File: config.mk
export PLATFORM = sky130hd
export DESIGN_NAME = execute_lane
export DESIGN_NICKNAME = d
export VERILOG_FILES = /design/src/rtl/execute_lane.sv
export SDC_FILE = /design/constraint.sdc
export NUM_CORES = 1
export LEC_CHECK = 0
export ABC_CLOCK_PERIOD_IN_PS = 9000
export BUFFER_PORTS_ARGS = -buffer_cell sky130_fd_sc_hd__buf_4
export CORE_MARGIN = 3
export CORE_UTILIZATION = 35
export DETAILED_ROUTE_END_ITERATION = 16
export PLACE_DENSITY = 0.61
export REMOVE_ABC_BUFFERS = 1
export SYNTH_ARGS = -nofsm -noshare
export SYNTH_HDL_FRONTEND = slang
export SYNTH_SLANG_ARGS = --single-unit
File: constraint.sdc
create_clock -name clk -period 9 [get_ports clk]
set_input_delay 1.35 -clock clk [delete_from_list [all_inputs] [get_ports clk]]
set_output_delay 1.35 -clock clk [all_outputs]
set_load 0.01 [all_outputs]
File: src/rtl/execute_lane.sv
// execute_lane: forwarding operand select, single-cycle ALU and iterative mul/div into the E/M register.
// Define EXEC_DIV_EN to build the restoring divider; otherwise DIV ops complete at once flagged illegal.
module execute_lane #(
    parameter int WIDTH = 32,
    parameter int NFWD  = 4,
    parameter int FSELW = 3
) (
    input  logic                  clk,
    input  logic                  reset,
    input  logic                  flush,
    input  logic                  valid_in,
    input  logic [2:0]            alucontrol,
    input  logic                  sign,
    input  logic                  mdsel,
    input  logic [1:0]            mdop,
    input  logic                  alusrc,
    input  logic                  regdst,
    input  logic [4:0]            rt,
    input  logic [4:0]            rd,
    input  logic [WIDTH-1:0]      signimm,
    input  logic [WIDTH-1:0]      rd1,
    input  logic [WIDTH-1:0]      rd2,
    input  logic [NFWD*WIDTH-1:0] fwd_data,
    input  logic [FSELW-1:0]      forwarda,
    input  logic [FSELW-1:0]      forwardb,
    output logic                  busy,
    output logic                  valid_out,
    output logic [WIDTH-1:0]      solution,
    output logic [WIDTH-1:0]      writedata,
    output logic [4:0]            writereg,
    output logic                  zero,
    output logic                  illegal
);
    localparam int CW = $clog2(WIDTH);
    typedef enum logic [1:0] {IDLE, MUL, DIV} state_t;
    state_t state;
    logic [CW-1:0] count;
    logic [WIDTH-1:0] srca, fwdb, srcb, alu_res, short_res, mag_a, mag_b_in, bmag, wdata_h, mul_res, md_res;
    logic [2*WIDTH-1:0] acc, acc_next, mul_next, prod;
    logic [WIDTH:0] mul_sum;
    logic [4:0] wreg, wreg_h;
    logic nega, negb, hi_sel, md_long, ill;

    function automatic logic [WIDTH-1:0] pick(input logic [FSELW-1:0] fs, input logic [WIDTH-1:0] base);
        pick = (fs == '0) ? base : '0;
        for (int k = 0; k < NFWD; k++)
            if (fs == FSELW'(k + 1)) pick = fwd_data[k*WIDTH +: WIDTH];
    endfunction

    assign srca      = pick(forwarda, rd1);
    assign fwdb      = pick(forwardb, rd2);
    assign srcb      = alusrc ? signimm : fwdb;
    assign wreg      = regdst ? rd : rt;
    assign mag_a     = (sign & srca[WIDTH-1]) ? -srca : srca;
    assign mag_b_in  = (sign & srcb[WIDTH-1]) ? -srcb : srcb;
    assign short_res = mdsel ? '0 : alu_res;

    always_comb begin
        case (alucontrol)
            3'b000:  alu_res = srca & srcb;
            3'b001:  alu_res = srca | srcb;
            3'b010:  alu_res = srca + srcb;
            3'b011:  alu_res = ~(srca | srcb);
            3'b100:  alu_res = srca ^ srcb;
            3'b101:  alu_res = srca << srcb[4:0];
            3'b110:  alu_res = srca - srcb;
            default: alu_res = {{(WIDTH-1){1'b0}}, sign ? ($signed(srca) < $signed(srcb)) : (srca < srcb)};
        endcase
    end

    // Shift-add on magnitudes: multiplier sits in the low half and drains out as the product fills in.
    assign mul_sum  = {1'b0, acc[2*WIDTH-1:WIDTH]} + (acc[0] ? {1'b0, bmag} : '0);
    assign mul_next = {mul_sum, acc[WIDTH-1:1]};
    assign prod     = (nega ^ negb) ? -mul_next : mul_next;
    assign mul_res  = hi_sel ? prod[2*WIDTH-1:WIDTH] : prod[WIDTH-1:0];

`ifdef EXEC_DIV_EN
    logic [WIDTH:0] rem_try;
    logic [WIDTH-1:0] rem_sub, quo, rem, div_res;
    logic [2*WIDTH-1:0] div_next;
    logic ge;
    // Restoring step: remainder in the high half, dividend shifts out of the low half as quotient bits shift in.
    assign rem_try  = {acc[2*WIDTH-1:WIDTH], acc[WIDTH-1]};
    assign ge       = rem_try >= {1'b0, bmag};
    assign rem_sub  = rem_try[WIDTH-1:0] - bmag;
    assign div_next = {ge ? rem_sub : rem_try[WIDTH-1:0], acc[WIDTH-2:0], ge};
    assign quo      = div_next[WIDTH-1:0];
    assign rem      = div_next[2*WIDTH-1:WIDTH];
    assign div_res  = hi_sel ? (nega ? -rem : rem) : (bmag == '0) ? '1 : ((nega ^ negb) ? -quo : quo);
    assign acc_next = (state == DIV) ? div_next : mul_next;
    assign md_res   = (state == DIV) ? div_res : mul_res;
    assign md_long  = mdsel;
    assign ill      = 1'b0;
`else
    assign acc_next = mul_next;
    assign md_res   = mul_res;
    assign md_long  = mdsel & ~mdop[1];
    assign ill      = mdsel & mdop[1];
`endif

    always_ff @(posedge clk or posedge reset) begin
        if (reset) begin
            state <= IDLE; count <= '0; acc <= '0; bmag <= '0; nega <= 1'b0; negb <= 1'b0; hi_sel <= 1'b0;
            wreg_h <= '0; wdata_h <= '0; busy <= 1'b0; valid_out <= 1'b0; solution <= '0;
            writedata <= '0; writereg <= '0; zero <= 1'b0; illegal <= 1'b0;
        end else begin
            valid_out <= 1'b0;
            if (flush) begin
                state <= IDLE; busy <= 1'b0; count <= '0;
            end else if (state == IDLE) begin
                if (valid_in & md_long) begin
                    state <= mdop[1] ? DIV : MUL; busy <= 1'b1; count <= '0;
                    acc <= {{WIDTH{1'b0}}, mag_a}; bmag <= mag_b_in;
                    nega <= sign & srca[WIDTH-1]; negb <= sign & srcb[WIDTH-1];
                    hi_sel <= mdop[0]; wreg_h <= wreg; wdata_h <= fwdb;
                end else if (valid_in) begin
                    valid_out <= 1'b1; solution <= short_res; zero <= short_res == '0;
                    illegal <= ill; writedata <= fwdb; writereg <= wreg;
                end
            end else begin
                acc <= acc_next; count <= count + 1'b1;
                if (count == CW'(WIDTH - 1)) begin
                    state <= IDLE; busy <= 1'b0; count <= '0; valid_out <= 1'b1;
                    solution <= md_res; zero <= md_res == '0; illegal <= 1'b0;
                    writedata <= wdata_h; writereg <= wreg_h;
                end
            end
        end
    end
endmodule

==> impl_metrics.env <==
export IMPL_p_leak_nw=13.1
export IMPL_vias=27800
export IMPL_io_pin_count=326
export IMPL_clk_latency_ns=0.61
export IMPL_syn_area_per_cell_sq_um=7.48
export IMPL_hp_class="register to register"
export IMPL_dp_cells=4458
export IMPL_grt_pass1_vias=26200
export IMPL_wl_per_cell_um=25.9
export IMPL_fin_ws_ns=1.24
export IMPL_htree_levels=1
export IMPL_synth_area_leaders="dfrtp_1 (22%), mux2i_1 (6.4%), o21ai_0 (6.1%), a21oi_1 (5.6%), nand2_1 (5.5%)"
export IMPL_path_clk_slew_ns=0.06
export IMPL_hold_buffers=0
export IMPL_tightestPinTransition_ns=1.18
export IMPL_clk_path_buf_depth=3
export IMPL_grt_pass1_wl_um=171000
export IMPL_p_per_area_mw_per_mm2=171
export IMPL_multi_input_area_sq_mm=0.0183
export IMPL_syn_area_sq_mm=0.0251
export IMPL_post_cts_setup_buffer_count=0
export IMPL_drt_iter0_drc=2702
export IMPL_place_area_sq_mm=0.0284
export IMPL_synthArstFlopShare=1.00
export IMPL_cts_resized_gates=0
export IMPL_die_y_um=274
export IMPL_finalPower_mw=5.03
export IMPL_post_place_ws_ns=0.862
export IMPL_dr_pass1_iters=9
export IMPL_max_slew_margin=0.214
export IMPL_n_fill_cell=7288
export IMPL_final_cell_mix="buf_4 (408), nand2_1 (369), o21ai_0 (307), nor2_1 (303), a21oi_1 (281)"
export IMPL_critPathCaptureType="register"
export IMPL_synth_main_ff_cell="dfrtp_1"
export IMPL_status="completed"
export IMPL_drt_total_wl_um=117000
export IMPL_cp_required_ns=9.55
export IMPL_skew_ns=0.0217
export IMPL_fin_area_sq_mm=0.0294
export IMPL_drive_gt1_frac=0.159
export IMPL_cap_violations=0
export IMPL_synth_seq_cells=216
export IMPL_synth_warnings=0
export IMPL_portBuffers=325
export IMPL_worstSetupPathType="input port to register"
export IMPL_core_sq_mm=0.0705
export IMPL_hold_viol=0
export IMPL_gp_congestion=1.03
export IMPL_grt_ovfl_total=0
export IMPL_detail_route_antenna_nets=0
export IMPL_antenna_found_initial=2
export IMPL_cts_buffers=29
export IMPL_synth_top_area_cell="dfrtp_1"
export IMPL_cts_sinks=216
export IMPL_cts_root_buf="clkbuf_16"
export IMPL_layout_commonest_cell="buf_4"
export IMPL_min_period_ns=7.76
export IMPL_yosysUniqueCellTypes=114
export IMPL_die_w_um=274
export IMPL_start_util=0.356
export IMPL_start_kind="input port"
export IMPL_synthToLayoutAreaGrowth_pct=17.0
export IMPL_die_area_sq_mm=0.0750
export IMPL_drc=0
export IMPL_synth_edf_count=0
export IMPL_cts_tree="yes"
export IMPL_setup_tns_ns=0
export IMPL_via_per_inst=6.16
export IMPL_peakVddDrop_v=0.000139
export IMPL_rrSetupSlack_ns=2.64
export IMPL_crit_arrival_ns=8.30
export IMPL_seq_area_frac_synth=0.215
export IMPL_regArea_sq_mm=0.00541
export IMPL_nets=3914
export IMPL_whs_ns=0.473
export IMPL_crit_path_max_fanout=36
export IMPL_grt_setup_unrepaired="no"
export IMPL_max_clock_freq_mhz=129
export IMPL_stdcell_count=4514
export IMPL_setup_viol=0
export IMPL_drv_slew=0
export IMPL_core_rowCount=97
export IMPL_fin_crit_sh=0.862
export IMPL_synth_top_area_frac=0.215
export IMPL_syn_inst=3360
export IMPL_grt_total_usage=0.298
export IMPL_post_route_util=0.417
export IMPL_grt_max_degree=113
export IMPL_dp_hpwl_um=91400
==> per-layer routing <==
layer  share of wire  vias up  GRT usage
met5               0        -          0
met4           0.046        0      0.119
met3           0.087      271     0.0473
met2            0.44     1534      0.473
met1            0.42    13300      0.404
li1                -    12800          -
==> final cells by class <==
cell class	instances	area share
Antenna cell	3	0.000255
Clock buffer	40	0.0288
Clock inverter	13	0.00621
Inverter	120	0.0157
Multi-Input combinational cell	2774	0.621
Sequential cell	216	0.184
Tap cell	940	0.0400
Timing Repair Buffer	408	0.104
==> flip-flops by register name, summed over array words and instances, names as in the netlist <==
name       flops
acc           64
bmag          32
busy           1
count          5
hi_sel         1
illegal        1
nega           1
negb           1
solution      32
state          2
valid_out      1
wdata_h       32
wreg_h         5
writedata     32
writereg       5
zero           1
==> synthesized netlist by cell type (24+ instances only) <==
cell      count
a211oi_1     38
nor4_1       26
xor2_1       40
nor3_1       62
and3_1       24
a21o_1       51
nand3_1      65
nand2b_1     25
a22o_1       24
o31ai_1      29
ha_1        110
inv_1       107
xnor2_1     145
o22ai_1      29
and2_1       64
nand2_1     369
a21oi_1     281
a22oi_1      77
dfrtp_1     216
o21ai_0     307
nor2_1      307
a31oi_1      59
nand4_1      25
mux2i_1     161
clkbuf_1    188
mux2_2       24
==> cell families after synthesis <==
| logic type | share of synthesized area |
|---|---|
| mux | 0.0907 |
| xor+xnor | 0.0669 |
| flops | 0.215 |
| fa+ha+maj | 0.0576 |
| simple gates | 0.204 |
| buf+inv | 0.0604 |
| compound gates | 0.305 |
==> power by group <==
part | switching [mW] | internal [mW]
registers | 0.161 | 1.15
clock network | 0.496 | 0.768
logic | 1.55 | 0.902
total | 2.20 | 2.82
==> critical path, stage by stage <==
cell	delay, ns
buf_4	0.42
mux2_2	0.40
a222oi_1	0.53
mux2_2	0.29
inv_2	0.05
fa_1	0.46
a211oi_1	0.49
o21ai_0	0.20
o21a_1	0.15
maj3_1	0.42
a22oi_1	0.39
a31oi_1	0.28
a31oi_1	0.53
o31ai_2	0.16
mux2i_1	0.15
a2111oi_1	0.77
a31oi_1	0.15
or4b_2	0.66
nor4b_2	0.25
a21o_1	0.14
==> final timing paths <==
kind | start | to | depth (start not counted)
worst max-delay path | forwardb[0] | zero$_DFFE_PP0P_ | 20
worst min-delay path | bmag[26]$_DFFE_PP0P_ | bmag[26]$_DFFE_PP0P_ | 2
worst max register to register | acc[0]$_DFFE_PP0P_ | solution[31]$_DFFE_PP0P_ | 16
worst min register to register | bmag[26]$_DFFE_PP0P_ | bmag[26]$_DFFE_PP0P_ | 2
max in group asynchronous | reset | wdata_h[20]$_DFFE_PP0P_ | 3
min in group asynchronous | reset | solution[4]$_DFFE_PP0P_ | 2
Power figures use the tool's default switching activity.
